[config.mk]
export PLATFORM = sky130hd
export DESIGN_NAME = taliesin_alu_seq_flat
export DESIGN_NICKNAME = d
export VERILOG_FILES = /design/src/rtl/taliesin_alu_seq_if.sv /design/src/rtl/taliesin_alu_seq.sv /design/src/flat_wrapper.sv
export SDC_FILE = /design/constraint.sdc
export NUM_CORES = 1
export LEC_CHECK = 0
export ABC_AREA = 1
export CORE_AREA = 2 2 202 253
export DETAILED_ROUTE_END_ITERATION = 8
export DIE_AREA = 0 0 204 255
export PLACE_DENSITY = 0.72
export SYNTH_ARGS = -nofsm -noshare
export SYNTH_HDL_FRONTEND = slang
export SYNTH_SLANG_ARGS = --single-unit
[constraint.sdc]
create_clock -name clk -period 2.8 [get_ports clk]
set_input_delay 0.28 -clock clk [delete_from_list [all_inputs] [get_ports clk]]
set_output_delay 0.28 -clock clk [all_outputs]
set_load 0.02 [all_outputs]
[src/rtl/taliesin_alu_seq_if.sv]
// Valid/ready bundle for the sequential Taliesin ALU.
// master drives operations and out_ready; slave is the ALU.
interface taliesin_alu_seq_if #(
  parameter int WIDTH = 32
);
  logic             in_valid;
  logic             in_ready;
  logic [3:0]       op;
  logic [WIDTH-1:0] a;
  logic [WIDTH-1:0] b;
  logic             out_valid;
  logic             out_ready;
  logic [WIDTH-1:0] result;
  logic [3:0]       cr_out;
  logic             busy;

  modport master (
    output in_valid, op, a, b, out_ready,
    input  in_ready, out_valid, result, cr_out, busy
  );

  modport slave (
    input  in_valid, op, a, b, out_ready,
    output in_ready, out_valid, result, cr_out, busy
  );
endinterface

[src/rtl/taliesin_alu_seq.sv]
// Handshaked ALU: registered single-cycle ops plus
// iterative unsigned MUL/DIVU/REMU, N/Z/C/V flags.
module taliesin_alu_seq #(
  parameter int WIDTH = 32
) (
  input logic              clk,
  input logic              reset_n,
  taliesin_alu_seq_if.slave io
);
  localparam int SW = $clog2(WIDTH);
  localparam int M  = WIDTH - 1;

  typedef enum logic [1:0] {
    S_IDLE,
    S_MUL,
    S_DIV,
    S_DONE
  } state_e;

  state_e           state_q, state_d;
  logic [3:0]       op_q, op_d;
  logic [WIDTH-1:0] x_q, x_d;
  logic [WIDTH-1:0] y_q, y_d;
  logic [WIDTH-1:0] acc_q, acc_d;
  logic [SW-1:0]    cnt_q, cnt_d;
  logic [WIDTH-1:0] res_q, res_d;
  logic [3:0]       cr_q, cr_d;

  logic accept;

  assign io.in_ready  = (state_q == S_IDLE)
                      | ((state_q == S_DONE) & io.out_ready);
  assign accept       = io.in_valid & io.in_ready;
  assign io.out_valid = (state_q == S_DONE);
  assign io.busy      = (state_q == S_MUL) | (state_q == S_DIV);
  assign io.result    = res_q;
  assign io.cr_out    = cr_q;

  logic [WIDTH-1:0]        s_res;
  logic                    s_c;
  logic                    s_v;
  logic [WIDTH:0]          sum;
  logic [WIDTH:0]          dif;
  logic [WIDTH:0]          shl;
  logic [WIDTH:0]          shr;
  logic signed [WIDTH:0]   sar;
  logic [SW-1:0]           sh;
  logic                    big;

  // Shifts use one guard bit so the last bit shifted out falls into it.
  always_comb begin
    sh    = io.b[SW-1:0];
    big   = |io.b[WIDTH-1:SW];
    sum   = {1'b0, io.a} + {1'b0, io.b};
    dif   = {1'b0, io.a} - {1'b0, io.b};
    shl   = {1'b0, io.a} << sh;
    shr   = {io.a, 1'b0} >> sh;
    sar   = $signed({io.a, 1'b0}) >>> sh;
    s_res = '0;
    s_c   = 1'b0;
    s_v   = 1'b0;
    unique case (io.op)
      4'd0: begin
        s_res = sum[M:0];
        s_c   = sum[WIDTH];
        s_v   = (io.a[M] == io.b[M]) & (sum[M] != io.a[M]);
      end
      4'd1: begin
        s_res = sum[M:0];
        s_c   = sum[WIDTH];
      end
      4'd2, 4'd9: begin
        s_res = dif[M:0];
        s_c   = ~dif[WIDTH];
        s_v   = (io.a[M] != io.b[M]) & (dif[M] != io.a[M]);
      end
      4'd3:  s_res = io.a | io.b;
      4'd4:  s_res = io.a & io.b;
      4'd5:  s_res = ~io.a;
      4'd6: begin
        s_res = big ? '0 : shl[M:0];
        s_c   = ~big & shl[WIDTH];
      end
      4'd7: begin
        s_res = big ? '0 : shr[WIDTH:1];
        s_c   = ~big & shr[0];
      end
      4'd8: begin
        s_res = big ? {WIDTH{io.a[M]}} : sar[WIDTH:1];
        s_c   = ~big & sar[0];
      end
      4'd10: s_res = io.a;
      4'd11: s_res = io.a ^ io.b;
      default: s_res = '0;
    endcase
  end

  logic [WIDTH-1:0] mul_acc;
  logic [WIDTH:0]   rsh;
  logic             ge;
  logic [WIDTH-1:0] rnext;
  logic [WIDTH-1:0] qnext;
  logic [WIDTH-1:0] dres;

  // x holds multiplicand or dividend/quotient; y multiplier or divisor.
  always_comb begin
    mul_acc = acc_q + (y_q[0] ? x_q : '0);
    rsh     = {acc_q, x_q[M]};
    ge      = rsh >= {1'b0, y_q};
    rnext   = ge ? rsh[M:0] - y_q : rsh[M:0];
    qnext   = {x_q[WIDTH-2:0], ge};
    dres    = (op_q == 4'd14) ? rnext : qnext;
  end

  always_comb begin
    state_d = state_q;
    op_d    = op_q;
    x_d     = x_q;
    y_d     = y_q;
    acc_d   = acc_q;
    cnt_d   = cnt_q;
    res_d   = res_q;
    cr_d    = cr_q;
    unique case (state_q)
      S_MUL: begin
        acc_d = mul_acc;
        x_d   = x_q << 1;
        y_d   = y_q >> 1;
        cnt_d = cnt_q - 1'b1;
        if (cnt_q == '0) begin
          state_d = S_DONE;
          res_d   = mul_acc;
          cr_d    = {mul_acc[M], mul_acc == '0, 2'b00};
        end
      end
      S_DIV: begin
        acc_d = rnext;
        x_d   = qnext;
        cnt_d = cnt_q - 1'b1;
        if (cnt_q == '0) begin
          state_d = S_DONE;
          res_d   = dres;
          cr_d    = {dres[M], dres == '0, 1'b0, y_q == '0};
        end
      end
      S_DONE: begin
        if (io.out_ready) state_d = S_IDLE;
      end
      default: ;
    endcase
    if (accept) begin
      op_d  = io.op;
      x_d   = io.a;
      y_d   = io.b;
      acc_d = '0;
      cnt_d = '1;
      unique case (io.op)
        4'd12:        state_d = S_MUL;
        4'd13, 4'd14: state_d = S_DIV;
        default: begin
          state_d = S_DONE;
          res_d   = s_res;
          cr_d    = {s_res[M], s_res == '0, s_c, s_v};
        end
      endcase
    end
  end

  always_ff @(posedge clk or negedge reset_n) begin
    if (!reset_n) begin
      state_q <= S_IDLE;
      op_q    <= '0;
      x_q     <= '0;
      y_q     <= '0;
      acc_q   <= '0;
      cnt_q   <= '0;
      res_q   <= '0;
      cr_q    <= '0;
    end else begin
      state_q <= state_d;
      op_q    <= op_d;
      x_q     <= x_d;
      y_q     <= y_d;
      acc_q   <= acc_d;
      cnt_q   <= cnt_d;
      res_q   <= res_d;
      cr_q    <= cr_d;
    end
  end
endmodule

[src/flat_wrapper.sv]
// flat-port wrapper written by rule: the top's interface ports become plain ports
module taliesin_alu_seq_flat 
#(
  parameter int WIDTH = 32
)
  (clk, reset_n, io_in_valid, io_op, io_a, io_b, io_out_ready, io_in_ready, io_out_valid, io_result, io_cr_out, io_busy);
  taliesin_alu_seq_if #(.WIDTH(WIDTH)) io_i ();
  input logic clk;
  input logic reset_n;
  input wire logic [$bits(io_i.in_valid)-1:0] io_in_valid;
  input wire logic [$bits(io_i.op)-1:0] io_op;
  input wire logic [$bits(io_i.a)-1:0] io_a;
  input wire logic [$bits(io_i.b)-1:0] io_b;
  input wire logic [$bits(io_i.out_ready)-1:0] io_out_ready;
  output wire logic [$bits(io_i.in_ready)-1:0] io_in_ready;
  output wire logic [$bits(io_i.out_valid)-1:0] io_out_valid;
  output wire logic [$bits(io_i.result)-1:0] io_result;
  output wire logic [$bits(io_i.cr_out)-1:0] io_cr_out;
  output wire logic [$bits(io_i.busy)-1:0] io_busy;
  assign io_i.in_valid = io_in_valid;
  assign io_i.op = io_op;
  assign io_i.a = io_a;
  assign io_i.b = io_b;
  assign io_i.out_ready = io_out_ready;
  assign io_in_ready = io_i.in_ready;
  assign io_out_valid = io_i.out_valid;
  assign io_result = io_i.result;
  assign io_cr_out = io_i.cr_out;
  assign io_busy = io_i.busy;
  taliesin_alu_seq #(.WIDTH(WIDTH)) u_core (.clk(clk), .reset_n(reset_n), .io(io_i));
endmodule
==> summary.md, run 1 <==
| Metric | Value |
|---|---|
| Post-Synthesis Cell Area | `0.0235 mm2` |
| Area contributors post-synth | `nand2_1 (22%), dfrtp_1 (15%), ha_1 (8.8%), inv_1 (8.1%), nand3_1 (7.9%)` |
| Seq/Total Area, Yosys | `15.2%` |
| Starting Density | `47.1%` |
| Placer Congestion | `1.16` |
| HPWL after DPL | `approximately 110 mm` |
| Number of cells after detailed placement | `5,854` |
| Post-synth cell types | `57` |
| First-pass GRT wire length | `about 240 mm` |
| Largest net degree at the start of global routing | `133` |
| Root Buffer | `clkbuf_16` |
| Largest area contributor in the netlist | `nand2_1` |
| Yosys warns | `0` |
| H-Tree Level Count | `4` |
| Synth Register Bits | `roughly 140` |
| Vias in the first global route | `36.5k` |
| Clk buf depth | `2` |
| Clk sink count | `about 140` |
| Tool error | `[ERROR GRT-0116] Global routing finished with congestion. Check the congestion regions in the DRC Viewer.` |
| Die width | `a little over 200 um` |
| Rows | `92` |
| Synth top area share | `21.9%` |
| Mapped Nets | `4,461` |
| Port Buffers | `110` |
| Inserted Clock Buffers | `17` |
| Syn Inst Count | `4,219` |
| Die height | `approximately 260 um` |
| Status | `stopped before the end` |
| Gr usage total | `a little over three fifths` |
| Syn Area/Cell | `5.58 um2` |
| Grt ovf | `5` |
| IO Pins | `111` |
| Stop stage | `global routing` |
## synthesized netlist by cell type, drive strengths merged
cell type and number:
a211oi 16, a21boi 1, mux2i 2, o22ai 52, and2 7, o311ai 1, nor2 390, nand2 1392
a221o 12, xnor2 8, and3 2, o21a 10, a31oi 6, buf 91, dfrtp 143, a22oi 7
o21ai 344, a21o 5, a221oi 4, o31ai 1, nor4 13, a21oi 229, o21bai 9, nand4 56
o2111ai 1, nand3b 14, o221ai 35, clkinv 3, o211ai 90, or2 17, xor2 27, nand3 388
a41oi 1, fa 4, clkbuf 92, nor3 44, inv 536, ha 166
## kinds of logic after synthesis
kind of cell | count (synthesis) | synth area share (%)
buf+inv | 722 | 12.3
simple gates | 2323 | 41.6
compound gates | 824 | 20.4
fa+ha+maj | 170 | 9.16
xor+xnor | 35 | 1.30
mux | 2 | 0.0851
flops | 143 | 15.2
## stage by stage
| stage | area (um2) | setup WS [ns] | util [%] | TNS [ns] |
|---|---|---|---|---|
| floorplan | 23600 | 0.0204 | - | 0 |
| global placement | 32600 | -0.982 | 65.3 | -14.70 |
| detailed placement | 32600 | -0.943 | 65.3 | -15.91 |
| CTS | 35800 | -0.229 | 71.7 | -0.892 |
## metal layers
layer  track usage [%]  overflow
met5              9.40         0
met1              62.4         0
met4              65.2         0
met2              87.6         5
met3              37.6         0
## timing repair
action                                  4_1_cts
endpoints found under the setup margin       46
gates resized for setup                     489
hold buffers                                  1
pin swaps                                   110
buffers inserted                             53
cloned                                        8
endpoints found under the hold margin        60
==> run 2, diff against run 1 <==
CORE_AREA = 2 2 271 273   (was 2 2 202 253)
DIE_AREA = 0 0 273 275   (was 0 0 204 255)
PLACE_DENSITY = default   (was 0.72)
PLACE_DENSITY_LB_ADDON = 0.15   (was default)
clock period = 3.6 ns   (was 2.8 ns; I/O delays follow)
==> summary.md, run 2 <==
| Metric | Value |
|---|---|
| Post-DRT Antenna Nets | `0` |
| Status | `finished clean` |
| H-Tree Level Count | `4 (unchanged)` |
| Crit-path slowest cell | `dfrtp_1` |
| Drt total wl | `138 mm` |
| Via count | `30.8k` |
| Synth cell count leaders | `nand2_1 (1,376), inv_1 (506), nand3_1 (373), nor2_1 (373), o21ai_0 (316)` |
| MaxCap Viol Count | `0` |
| Core area | `0.0723 mm2` |
| Grt ovf | `0` |
| Die ar. | `0.0751 mm2` |
| # nets final | `4,895` |
| Initial antenna violation count | `1` |
| IO Pins | `111 (unchanged)` |
| Clk buf depth | `2 (unchanged)` |
| Vias in the first global route | `29.0k` |
| TNS Setup | `0 ns` |
| Worst Skew | `between 0.015 and 0.02 ns` |
| Peak supply drop | `0.429 mV` |
| Ys flop type | `dfrtp_1` |
| Post-synth EDFFs | `0 (unchanged)` |
| Design area | `between 0.02 and 0.03 mm2` |
| LEAKAGE | `0.0154 uW` |
| Pre-CTS WS | `-0.126 ns (+0.817 ns)` |
| Post-layout utilization of the core | `41.0%` |
| Layout cells sized above 1 | `14.1%` |
| Critical path's most frequent cell | `nand2_1` |
| Syn Area/Cell | `5.58 um2 (unchanged)` |
| Syn-to-layout area delta | `26.0%` |
| Crit share post-route | `97.5%` |
| Crit Path Max Fanout | `5` |
| Post-synth cell types | `57 (unchanged)` |
| Flop-to-flop setup slack | `0.09 ns` |
| Power Dens Cells | `686 mW/mm2` |
| Final hold viol count | `0` |
| Yosys warns | `0 (unchanged)` |
| Slew @ Worst Pin | `between 1 and 1.5 ns` |
| Placer Congestion | `1.10 (-5.9%)` |
| Clk sink count | `143 (unchanged)` |
| RSZ-0062 raised after global routing | `false` |
| Starting Density | `32.5% (-15 points)` |
| Setup Crit Path Kind | `reg2reg` |
| Fmax | `approximately 280 MHz` |
| Post-synth ARST share | `100% (unchanged)` |
| Most common cell in the netlist | `nand2_1` |
| DRC | `0` |
| Most frequent cells in the layout | `nand2_1 (1,369), inv_1 (505), buf_4 (461)` |
| Rows | `99 (+7.6%)` |
| Synth Register Bits | `143 (unchanged)` |
| Vias per cell | `5.47` |
| Area contributors post-synth | `nand2_1 (22%), dfrtp_1 (15%), ha_1 (8.8%), inv_1 (8.1%), nand3_1 (7.9%)` |
| First-pass GRT wire length | `roughly 200 mm` |
| Root Buffer | `clkbuf_16` |
| Hold slack | `between 0.4 and 0.5 ns` |
| Synth top area share | `21.9% (unchanged)` |
| Nature of the critical path endpoint | `flop` |
| Worst-Skew Late Latency | `~0.46 ns` |
| CTS tree | `done` |
| Min Tclk post-route | `3.51 ns` |
| Final slew viol count | `0` |
| Finish-stage setup viols | `0` |
| Min-Delay Path Class | `reg2reg` |
| Largest net degree at the start of global routing | `133` |
| Port Buffers | `110 (unchanged)` |
| HPWL after DPL | `116 mm (+1.2%)` |
| First drt pass iteration count | `8` |
| Mapped Nets | `4,461 (unchanged)` |
| Slew HR | `31.0%` |
| Post-Synthesis Cell Area | `0.0235 mm2 (unchanged)` |
| Worst Path Arrival | `3.86 ns` |
| Final WS setup | `0.0898 ns` |
| Gr usage total | `roughly 36%` |
| Seq/Total Area, Yosys | `15.2% (unchanged)` |
| Commonest non-fill, non-tap cell in the layout | `nand2_1` |
| Largest area contributor in the netlist | `nand2_1` |
| Fillers | `8,175` |
| Die height | `275 um (+7.8%)` |
| Inserted Clock Buffers | `17 (unchanged)` |
| Syn Inst Count | `4,219 (unchanged)` |
| Critical path data required time | `approximately 4.0 ns` |
| Die width | `273 um (+34%)` |
| Clock-pin slew on the worst setup and hold paths | `0.08 ns` |
| Routed len/inst | `24.6 um` |
| CP Launch Type | `flop` |
| Delay of the slowest critical-path stage | `approximately 0.53 ns` |
| Cells along the critical path | `ha_1, nand2_1, nor2_1, nand2_1, nand3_1, nand2_1, nand2_1, xor2_1, nand2_1, nand3_1, nand2_1, nand2_1, nor2_1, nand2_1, nor2_1, buf_4, nand3_1, nand2_1, nand2_2, a21oi_2` |
| DP Area | `0.0289 mm2 (-11%)` |
| DR iter-0 viols | `3,709` |
==> run 2: final timing paths <==
path,from,endpoint,depth (start not counted)
worst max-delay path,u_core.acc_q[2]$_DFFE_PN0P_,u_core.io.cr_out[2]$_DFF_PN0_,20
worst min-delay path,u_core.op_q[2]$_DFFE_PN0P_,u_core.op_q[2]$_DFFE_PN0P_,2
worst max register to register,u_core.acc_q[2]$_DFFE_PN0P_,u_core.io.cr_out[2]$_DFF_PN0_,20
max in group asynchronous,reset_n,u_core.x_q[31]$_DFFE_PN0P_,3
min in group asynchronous,reset_n,u_core.cnt_q[2]$_DFFE_PN0P_,2
worst min register to register,u_core.op_q[2]$_DFFE_PN0P_,u_core.op_q[2]$_DFFE_PN0P_,2
==> run 2: critical path, delay by kind of cell (launching register included) <==
family | cells | cell delay, ns
buf+inv | 1 | 0.14
simple gates | 16 | 1.87
compound gates | 1 | 0.07
fa+ha+maj | 1 | 0.47
flops | 1 | 0.53
xor+xnor | 1 | 0.31
==> run 2: through the flow <==
step	instances	power (uW)
floorplan	4219	11900
global placement	5591	17900
detailed placement	5591	18000
CTS	5624	19900
global route	5625	21700
finish	5628	20400
==> run 2: layout make-up <==
type / count / area [um2] / area share [%]
multi-input cells: 3354 / 17200 / 58.0
repair buffers: 598 / 5060 / 17.0
flip-flops and latches: 143 / 3580 / 12.1
inverters: 539 / 2020 / 6.82
well taps: 959 / 1200 / 4.05
clock buffers: 18 / 429 / 1.45
clock inverters: 14 / 166 / 0.561
diodes: 3 / 7.51 / 0.0253
==> run 2: what timing repair did <==
item / in CTS / in global routing
hold buffers: 1 / 0
endpoints found under the hold margin: 67 / 0
buffers inserted: 0 / 1
gates resized for setup: 1 / 26
endpoints found under the setup margin: 1 / 7
pin swaps: 0 / 2
==> run 2: power breakdown <==
part / switching, uW / internal [uW]
registers: 961 / 2400
logic: 10000 / 5080
clock network: 877 / 996
==> run 2: kinds of logic (layout without fill, tap and decap cells) <==
family | count (synthesis) | after routing | synth area share (%)
adders and majority gates | 170 | 170 | 9.16
and+or+nand+nor | 2323 | 2323 | 41.6
muxes | 2 | 2 | 0.0851
xor gates and xnor gates | 35 | 35 | 1.30
buffers and inverters | 722 | 1169 | 12.3
DFF | 143 | 143 | 15.2
AOI/OAI and AO/OA | 824 | 824 | 20.4
other | 0 | 3 | 0
==> run 2: routing by layer <==
layer | track usage [%] | routed length, um | part of all wire (%)
met5 | 0 | 0 | 0
met4 | 26.0 | 12000 | 8.7
met3 | 3.71 | 8700 | 6.3
met2 | 58.5 | 60800 | 44
met1 | 44.8 | 56800 | 41
(Power assumes the default switching activity.)
==> run 3, diff against run 2 <==
PLACE_DENSITY_LB_ADDON = default   (was 0.15)
==> summary.md, run 3 (same netlist as run 2, synthesis figures left out) <==
| Metric | Value |
|---|---|
| Commonest non-fill, non-tap cell in the layout | `nand2_1` |
| Crit share post-route | `102% (+4.3 points)` |
| Crit path from | `io_a[3]` |
| Vias per cell | `5.55 (+1.4%)` |
| Initial antenna violation count | `9 (+8)` |
| Starting Density | `32.5% (unchanged)` |
| Slew HR | `31.9% (+0.95 points)` |
| LEAKAGE | `0.0156 uW (+1.5%)` |
| Gr usage total | `35.2% (-0.90 points)` |
| Setup Crit Path Kind | `in2reg` |
| Status | `complete, but fails checks` |
| CP Launch Type | `primary input` |
| Clk sink count | `143 (unchanged)` |
| Finish-stage setup viols | `1 (+1)` |
| Flip-flop and latch area | `0.00358 mm2 (about the same)` |
| Post-layout utilization of the core | `41.4% (+0.42 points)` |
| TNS Setup | `-0.0653 ns (-0.0653 ns)` |
| Routed len/inst | `23.9 um (-2.9%)` |
| Drt total wl | `136 mm (-1.9%)` |
| Placer Congestion | `1.11 (+1.4%)` |
| Root Buffer | `clkbuf_16` |
| Min Tclk post-route | `3.67 ns (+0.155 ns)` |
| Die ar. | `0.0751 mm2 (unchanged)` |
| Vias in the first global route | `29.4k (+1.3%)` |
| Port Buffers | `110 (unchanged)` |
| Final WS setup | `-0.0653 ns (-0.155 ns)` |
| Die width | `273 um (unchanged)` |
| Crit Path Max Fanout | `6 (+1)` |
| First drt pass iteration count | `8 (unchanged)` |
| Worst Skew | `0.0163 ns (+0.000308 ns)` |
| Largest net degree at the start of global routing | `133 (unchanged)` |
| Worst-Skew Late Latency | `0.46 ns (about the same)` |
| Critical path data required time | `3.99 ns (+0.04 ns)` |
| Inserted Clock Buffers | `17 (unchanged)` |
| # nets final | `4,951 (+1.1%)` |
| Clk buf depth | `2 (unchanged)` |
| Most frequent cells in the layout | `nand2_1 (1,370), buf_4 (528), inv_1 (505)` |
| DRC | `0 (unchanged)` |
| Min-Delay Path Class | `reg2reg` |
| First-pass GRT wire length | `194 mm (-1.6%)` |
| Failing checks | `negative setup slack` |
| Final slew viol count | `0 (unchanged)` |
| RSZ-0062 raised after global routing | `true` |
| Rows | `99 (unchanged)` |
| Nature of the critical path endpoint | `flop` |
| Post-DRT Antenna Nets | `0 (unchanged)` |
| H-Tree Level Count | `4 (unchanged)` |
| Worst Min Path Start | `u_core.op_q[1]$_DFFE_PN0P_` |
| Total power | `20,300 uW (-0.23%)` |
| MaxCap Viol Count | `0 (unchanged)` |
| Final hold viol count | `0 (unchanged)` |
| Clock-pin slew on the worst setup and hold paths | `0.08 ns (about the same)` |
| Slew @ Worst Pin | `1.01 ns (-0.0168 ns)` |
| Die height | `275 um (unchanged)` |
| Syn-to-layout area delta | `27.3%` |
| Core area | `0.0723 mm2 (unchanged)` |
| Layout cells sized above 1 | `15.0% (+0.93 points)` |
| HPWL after DPL | `113 mm (-3.1%)` |
| IO Pins | `111 (unchanged)` |
| Worst Path Arrival | `4.06 ns (+0.20 ns)` |
| R2R Path Start | `u_core.y_q[27]$_DFFE_PN0P_` |
| Via count | `31.5k (+2.4%)` |
| Fmax | `273 MHz (-4.2%)` |
| Multi-input combinational cell area | `0.0172 mm2 (about the same)` |
| Grt ovf | `0 (unchanged)` |
| Peak supply drop | `0.447 mV (+4.2%)` |
| CTS tree | `done` |
| DR iter-0 viols | `4,415 (+19%)` |
| Flop-to-flop setup slack | `0.10 ns (about the same)` |
| Power Dens Cells | `678 mW/mm2 (-1.2%)` |
| Fillers | `8,080 (-1.2%)` |
[run 3: area by class of cell]
cell class	instances	share of cell area (%)
multi-input cells	3355	57.4
repair buffers	653	17.8
flip-flops and latches	143	12.0
inverters	539	6.75
well taps	959	4.00
clock buffers	17	1.42
clock inverters	15	0.622
diodes	2	0.0167
[run 3: worst paths after layout]
check	end	depth (start not counted)
min in group asynchronous	u_core.y_q[26]$_DFFE_PN0P_	2
worst min register to register	u_core.op_q[1]$_DFFE_PN0P_	2
worst max-delay path	u_core.io.cr_out[2]$_DFF_PN0_	18
max in group asynchronous	u_core.y_q[30]$_DFFE_PN0P_	3
worst min-delay path	u_core.op_q[1]$_DFFE_PN0P_	2
worst max register to register	u_core.io.cr_out[2]$_DFF_PN0_	21
[run 3: per-layer routing]
layer	part of all wire [%]	GRT usage (%)
met1	39	43.6
met2	42	54.8
met3	9.1	5.50
met4	9.3	27.2
met5	0.049	0
[run 3: worst max-delay path, cell delays in order]
cell	delay [ns]
clkdlybuf4s50_1	0.48
inv_1	0.07
ha_1	0.39
buf_4	0.15
inv_1	0.12
a21oi_2	0.20
nand2_1	0.11
nand2_1	0.07
nand2_1	0.23
o21ai_0	0.56
nand3_1	0.25
nor2_1	0.34
nand2_1	0.12
nor2_1	0.11
nand2_1	0.05
nor2_1	0.20
a21oi_1	0.11
a21oi_2	0.12
[run 3: repair_timing]
action / CTS / global route
cloned: 0 / 1
hold buffers: 1 / 0
endpoints found under the setup margin: 1 / 27
resized for setup: 2 / 21
pin swaps: 0 / 2
endpoints found under the hold margin: 8 / 0
setup buffers: 0 / 3
[run 3: power breakdown]
group | total, uW | switching [uW] | internal (uW)
Clock | 1920 | 915 | 1000
Combinational | 15000 | 9910 | 5060
Sequential | 3420 | 1020 | 2400
[run 3: through the flow]
| step | cells | worst slack, ns | hold WS [ns] | cell area (um2) |
|---|---|---|---|---|
| 2_1_floorplan | 4219 | 0.521 | 0.0644 | 23500 |
| 4_1_cts | 5677 | 0.0182 | 0.492 | 29800 |
| 6_report | 5683 | -0.0653 | 0.491 | 30000 |
| 3_5_place_dp | 5644 | -0.692 | 0.468 | 29200 |
| 5_1_grt | 5681 | -0.0364 | 0.510 | 30000 |
| 3_3_place_gp | 5644 | -0.742 | 0.472 | 29200 |
